<file path="src/rtl/mem_bus_ctrl.sv">
// Bus controller between the core data bus and a synchronous word SRAM.
// One request at a time, fixed wait states, misaligned/out-of-range accesses answered without touching memory.
module mem_bus_ctrl #(
  parameter int ADDR_WIDTH  = 16,
  parameter int WAIT_CYCLES = 2
) (
  input  logic                  clk,
  input  logic                  res,
  input  logic [31:0]           db_addr,
  input  logic [1:0]            db_accessType,
  input  logic [31:0]           db_dataOut,
  output logic [31:0]           db_dataIn,
  output logic                  db_ready,
  output logic                  db_err,
  output logic [ADDR_WIDTH-1:0] mem_addr,
  output logic [31:0]           mem_wdata,
  input  logic [31:0]           mem_rdata,
  output logic                  mem_oe,
  output logic                  mem_we
);

  localparam logic [1:0] MEM_ACCESS_NONE = 2'b00;
  localparam logic [1:0] MEM_ACCESS_R    = 2'b01;
  localparam logic [1:0] MEM_ACCESS_W    = 2'b10;
  localparam logic [1:0] MEM_ACCESS_X    = 2'b11;

  localparam logic [3:0] WAIT_INIT = 4'(WAIT_CYCLES - 1);

  typedef enum logic [1:0] {IDLE, ACCESS, DONE} state_t;

  state_t                state;
  state_t                state_nxt;
  logic [3:0]            cnt;
  logic [ADDR_WIDTH-1:0] addr_q;
  logic [31:0]           wdata_q;
  logic [31:0]           data_q;
  logic [1:0]            kind_q;
  logic                  err_q;
  logic                  accept;
  logic                  req_err;

  // A new request is taken only when no access is in flight (IDLE or DONE).
  assign accept  = (state != ACCESS) && (db_accessType != MEM_ACCESS_NONE);
  assign req_err = (db_addr[1:0] != 2'b00) || ((db_addr >> (ADDR_WIDTH + 2)) != 32'd0);

  always_ff @(posedge clk or negedge res) begin
    if (!res) begin
      state <= IDLE;
    end else begin
      state <= state_nxt;
    end
  end

  always_comb begin
    state_nxt = state;
    case (state)
      IDLE, DONE: begin
        if (accept) begin
          state_nxt = req_err ? DONE : ACCESS;
        end else begin
          state_nxt = IDLE;
        end
      end
      ACCESS: begin
        if (cnt == 4'd0) begin
          state_nxt = DONE;
        end
      end
      default: state_nxt = IDLE;
    endcase
  end

  // Data register is cleared on acceptance so writes and error responses return zero.
  always_ff @(posedge clk or negedge res) begin
    if (!res) begin
      cnt     <= 4'd0;
      addr_q  <= '0;
      wdata_q <= 32'd0;
      data_q  <= 32'd0;
      kind_q  <= MEM_ACCESS_NONE;
      err_q   <= 1'b0;
    end else if (accept) begin
      cnt     <= WAIT_INIT;
      addr_q  <= db_addr[ADDR_WIDTH+1:2];
      wdata_q <= db_dataOut;
      data_q  <= 32'd0;
      kind_q  <= db_accessType;
      err_q   <= req_err;
    end else if (state == ACCESS) begin
      if (cnt == 4'd0) begin
        if (kind_q != MEM_ACCESS_W) begin
          data_q <= mem_rdata;
        end
      end else begin
        cnt <= cnt - 4'd1;
      end
    end
  end

  always_comb begin
    db_ready  = 1'b0;
    db_err    = 1'b0;
    db_dataIn = 32'd0;
    mem_oe    = 1'b0;
    mem_we    = 1'b0;
    mem_addr  = addr_q;
    mem_wdata = wdata_q;
    case (state)
      ACCESS: begin
        mem_we = (kind_q == MEM_ACCESS_W);
        mem_oe = (kind_q == MEM_ACCESS_R) || (kind_q == MEM_ACCESS_X);
      end
      DONE: begin
        db_ready  = 1'b1;
        db_err    = err_q;
        db_dataIn = data_q;
      end
      default: ;
    endcase
  end

endmodule

</file>
<file path="config.mk">
export PLATFORM = sky130hd
export DESIGN_NAME = mem_bus_ctrl
export DESIGN_NICKNAME = d
export VERILOG_FILES = /design/src/rtl/mem_bus_ctrl.sv
export SDC_FILE = /design/constraint.sdc
export NUM_CORES = 1
export LEC_CHECK = 0
export BUFFER_PORTS_ARGS = -buffer_cell sky130_fd_sc_hd__buf_2
export CAP_MARGIN = 20
export CORE_ASPECT_RATIO = 1.4
export CORE_MARGIN = 8
export CORE_UTILIZATION = 29
export CTS_CLUSTER_DIAMETER = 120
export CTS_CLUSTER_SIZE = 16
export DETAILED_ROUTE_END_ITERATION = 8
export PLACE_DENSITY = 0.52
export SYNTH_ARGS = -nofsm -noshare
export SYNTH_HDL_FRONTEND = slang
export SYNTH_SLANG_ARGS = --single-unit
</file>
<file path="constraint.sdc">
create_clock -name clk -period 3.9 [get_ports clk]
set_clock_uncertainty 0.2 [all_clocks]
set_input_delay 0.195 -clock clk [delete_from_list [all_inputs] [get_ports clk]]
set_output_delay 0.195 -clock clk [all_outputs]
set_load 0.02 [all_outputs]
</file>
# [Word-level counts from Yosys, hierarchy flattened]
# Index checks and enable logic that the tools add are counted.
[totals] inputBits=100 elab_cells=47 out_inout_bits=84 reg_bits=89
[op_classes] reduce_logical=14 muxes=16 eq_ne=9 add_sub_neg=1
[op_table] operator="$mux 32" count=5
[op_table] operator="$reduce_bool 32->1" count=1
[op_table] operator="$mux 4" count=3
[op_table] operator="$reduce_bool 2->1" count=5
[op_table] operator="$eq 2x2->1 const B" count=3
[op_table] operator="$mux 2" count=3
[op_table] operator="$ne 2x2->1 const B" count=3
[op_table] operator="$eq 2x1->1 const B" count=2
[op_table] operator="$logic_not 4->1" count=1
[op_table] operator="$mux 1" count=4
[op_table] operator="$pmux 2 s2" count=1
[op_table] operator="$sub 4x1->4 const B" count=1
[op_table] operator="$reduce_and 3->1" count=1
[op_table] operator="$logic_not 2->1" count=1
[op_table] operator="$logic_or 1x1->1" count=2
[op_table] operator="$ne 2x1->1 const B" count=1
[op_table] operator="$reduce_and 2->1" count=1
[op_table] operator="$reduce_or 2->1" count=1
[op_table] operator="$logic_and 1x1->1" count=1

# [Longest topological paths before layout]
[depth] ltp_word=5 mapped_depth=6 depth_no_buf=5

# [Worst setup path after synthesis]
# Ideal clock, no wire load.
[synth_path] path_type="flip-flop to output port" start="register state[0]" end="output port db_dataIn[22]" path_stages_with_launch=4 required_time_ns=3.505 slack_ns=2.212 arrival_time_ns=1.293 n_path_buf=1 path_cell_list="dfrtp_1 > nor2b_1 > clkbuf_1 > and2_1"
[synth_between] elab_chain_cells=2
[synth_lines] element="start: declaration" line_no="31" source="state_t state;"
[synth_lines] element="start signal: assignment" line_no="50" source="state <= state_nxt;"
[synth_lines] element="$eq 2x2->1" line_no="108" source="case (state)"
[synth_lines] element="$mux 32" line_no="108"
[synth_lines] element="end: declaration" line_no="12" source="output logic [31:0] db_dataIn,"
# No other way between the ends.

# [Worst setup path in the final report]
[layout_path] start="input port db_accessType[0]" end="register cnt[0]"
[layout_between] elab_chain_cells=4 elab_cells_between_ends=6 classes_between="1 x eq/ne; 1 x mux; 4 x reduce/logical"
[layout_lines] element="start: declaration" line_no="10" source="input logic [1:0] db_accessType,"
[layout_lines] element="$reduce_bool 2->1 (*)" line_no="43" source="assign accept = (state != ACCESS) && (db_accessType != MEM_ACCESS_NONE);"
[layout_lines] element="$logic_and 1x1->1 (*)" line_no="43"
[layout_lines] element="$ne 2x2->1 (no source line) or $reduce_bool 2->1 (tied branches)"
[layout_lines] element="$reduce_and 2->1 (no source line)"
[layout_lines] element="end signal: assignment" line_no="95" source="cnt <= cnt - 4'd1;"
[layout_lines] element="end: declaration" line_no="33" source="logic [3:0] cnt;"
# Mark *: on every way between the ends. The rest lies on a longest branch, timed or not.
# A chain may end at the register's enable or synchronous reset.

==> results.ini <==
[status]
result_of_the_run=finished, final reports clean

[pwr]
seq_power_share_pct=44.1
total_switching_power_mw=0.539
power.switching_fraction_pct=24.0
total_leakage_power_nw=3.35
power_frac_clock_pct=41.6
vdd_ir_drop_max_mv=0.186
power-per-cell-area_nw_per_um2=360
combinational_fraction_of_design_power_pct=14.3
cellInternalPower_mw=1.70

[drt]
drcViolationCount=0
drtIter0Drc=54
postRouteAntennaNets=0
detail_route.wl_per_cell_um=14.8
vias_per_cell=4.33
dr_vias=3365
firstDrtPassIters=4
postRouteWirelength_mm=11.5

[cts]
cts-htree-levels=3
tritoncts=built
cts-root-buf=sky130_fd_sc_hd__clkbuf_16
largest_buffer_count_on_any_clock_path=2
numCtsBuffers=9
clkLatencyLatePin_ps=340
tritoncts_num_sinks=89
clk_pin_slew_worst_paths_ps=60
cts.repair.resized=0

[sta]
slew_worst_pin_ps=855
final_hold_viol_count=0
fin_crit_ps=2320
slew_headroom_pct=42.9
report.final.setup_viol=0
max_clock_freq_ghz=0.431
timing.final.crit_share_pct=59.5
final.hold.worst_slack_ps=68.6
finalMaxSlewViolations=0
totalNegativeSetupSlack_ps=0
rsz_0062_raised_after_global_routing=no

[final_layout]
final_layout_size_suffix_gt1_share_pct=40.8
total_area_of_sequential_cells_um2=2230
fillCellCount=1264
insertedDiodeCount=0
syn_to_final_growth_pct=55.0
nets=691
multi_input_comb_area_um2=1520

[place]
hpwlAfterDp_mm=7.97
portBuffers=183
gp_congestion=0.675

[synthesis]
ys_warn_count=0
syn-num-nets=429
syn_avg_cell_area_um2=12.3
post_synth_instance_area_um2=4020
number_of_enable_flip_flop_cells_after_synthesis=0
seq_area_frac_synth_pct=55.5
ys_types=30
synthesis.instances=327
main_flop_type_after_synthesis=sky130_fd_sc_hd__dfrtp_1
number_of_storage_elements_in_the_synthesis_netlist=89
synth-async-reset-ratio_pct=100

[global_route]
first_pass_grt_wire_length_mm=18.9
number_of_global_route_vias_before_repair=3778
grt-ovfl-total=0
track_usage_pct=13.5
pin_count_of_the_biggest_net_entering_global_routing=66
antenna_found_initial=0

[critical_path]
worstReg2RegEnd=data_q[10]$_DFFE_PN0P_
worst_r2r_startpoint=cnt[0]$_DFFE_PN0P_
kind_of_critical_path=input port to flop
rrSetupSlack_ps=1640
start_kind=input port
crit_arrival_ps=2330
worst_ep_required_ps=3910
endpoint_kind=flop
reg2reg_depth=6
critical_path_peak_fanout=51

[die]
chipHeight_um=155
row_count=51
floorplan.io_pins=184
fp.coreArea_um2=13700
die_w_um=115
start_util_pct=29.3
die_area_um2=17900

[worst_hold_path]
worstHoldPathType=input port to flop
worst_hold_path.endpoint=state[0]$_DFFE_PN0P_
instance_count_along_the_most_critical_hold_path=4
min-delay-start=db_addr[22]

[flow_run]
max_cap_violations=0

## cell usage in the layout (no fill, tap or decap), types with 2 or more instances in the layout
cell type and instances:
sky130_fd_sc_hd__and2_1 34, sky130_fd_sc_hd__a22o_1 2, sky130_fd_sc_hd__dlygate4sd3_1 83, sky130_fd_sc_hd__a21oi_1 2, sky130_fd_sc_hd__clkbuf_16 9, sky130_fd_sc_hd__clkinvlp_4 2
sky130_fd_sc_hd__mux2_2 34, sky130_fd_sc_hd__ha_1 2, sky130_fd_sc_hd__nand2_1 3, sky130_fd_sc_hd__buf_4 3, sky130_fd_sc_hd__nand2b_1 2, sky130_fd_sc_hd__mux2i_1 34
sky130_fd_sc_hd__dfrtp_1 89, sky130_fd_sc_hd__nor4_1 4, sky130_fd_sc_hd__inv_1 35, sky130_fd_sc_hd__bufinv_16 2, sky130_fd_sc_hd__o21ai_0 36, sky130_fd_sc_hd__nor2_1 2
sky130_fd_sc_hd__buf_2 182, sky130_fd_sc_hd__mux2_1 15, sky130_fd_sc_hd__or3_1 2
## synth_stat cells (3+ instances only)
cell type / n / area (um^2)
sky130_fd_sc_hd__and2_1: 34 / 213
sky130_fd_sc_hd__buf_6: 9 / 101
sky130_fd_sc_hd__clkbuf_1: 9 / 33.8
sky130_fd_sc_hd__dfrtp_1: 89 / 2230
sky130_fd_sc_hd__inv_1: 35 / 131
sky130_fd_sc_hd__mux2_1: 15 / 169
sky130_fd_sc_hd__mux2_2: 34 / 383
sky130_fd_sc_hd__mux2i_1: 34 / 340
sky130_fd_sc_hd__nand2_1: 3 / 11.3
sky130_fd_sc_hd__nor4_1: 4 / 25.0
sky130_fd_sc_hd__o21ai_0: 36 / 180
## kinds of logic (layout without fill, tap and decap cells)
logic type	count (synthesis)	after routing	synth area share, %
mux	83	83	22.2
compound gates	41	41	5.36
flops	89	89	55.5
simple gates	58	58	9.50
buf+inv	54	320	6.82
fa+ha+maj	2	2	0.623
## power by group through the flow
stage / Clock, mW / Sequential [mW] / Combinational [mW]
after floorplan: 0 / 1.06 / 0.0758
after global placement: 0 / 1.00 / 0.258
after detailed placement: 0 / 1.00 / 0.261
after CTS: 0.966 / 0.988 / 0.326
after global routing: 1.01 / 0.995 / 0.350
final: 0.933 / 0.989 / 0.322
## per-stage QoR
stage / util, % / worst slack (ps) / area, um^2 / power (mW) / cells
final: 45.4 / 1580 / 6220 / 2.24 / 778
after global routing: 45.4 / 1420 / 6220 / 2.35 / 778
after CTS: 45.3 / 1410 / 6210 / 2.28 / 777
after detailed placement: 36.9 / 1630 / 5060 / 1.27 / 679
after global placement: 36.7 / 1400 / 5040 / 1.26 / 678
after floorplan: - / 2210 / 4020 / 1.13 / 327
## worst max path at each step
| stage | startpoint | end | slack (ps) | cells after the start |
|---|---|---|---|---|
| after global placement | cnt[0]$_DFFE_PN0P_ | data_q[3]$_DFFE_PN0P_ | 1400 | 5 |
| final | db_accessType[0] | cnt[0]$_DFFE_PN0P_ | 1580 | 5 |
| after CTS | state[0]$_DFFE_PN0P_ | db_dataIn[27] | 1410 | 3 |
| after global routing | db_accessType[0] | cnt[0]$_DFFE_PN0P_ | 1420 | 5 |
| after detailed placement | cnt[0]$_DFFE_PN0P_ | data_q[10]$_DFFE_PN0P_ | 1630 | 6 |
| after floorplan | state[0]$_DFFE_PN0P_ | db_dataIn[22] | 2210 | 3 |
## registers in the layout, indices dropped and copies added (netlist names)
signal / cells
state: 2
mem_wdata: 32
kind_q: 2
err_q: 1
data_q: 32
cnt: 4
mem_addr: 16
## timing repair
action / 4_1_cts / 5_1_grt
hold endpoints to repair: 146 / 0
endpoints found under the setup margin: 0 / 0
hold buffers: 83 / 0
buffers inserted: 0 / 0
## per-layer routing
layer	global-route usage, %	wire length, um
met4	5.97	220
met1	14.4	4270
met5	0	0
met3	3.92	829
met2	23.8	6220
## worst max-delay path: stages
cell                            delay, ps
sky130_fd_sc_hd__dlygate4sd3_1        540
sky130_fd_sc_hd__buf_2                160
sky130_fd_sc_hd__nor2_4               670
sky130_fd_sc_hd__nor2_8               310
sky130_fd_sc_hd__or3_1                450
## layout make-up
cell class	count	share of cell area, %
Clock buffer	10	3.84
Multi-Input combinational cell	184	24.4
Timing Repair Buffer	270	28.9
Tap cell	185	3.72
Clock inverter	5	1.29
Inverter	35	2.11
Sequential cell	89	35.8
No activity file was read; power rests on OpenSTA's default activity.
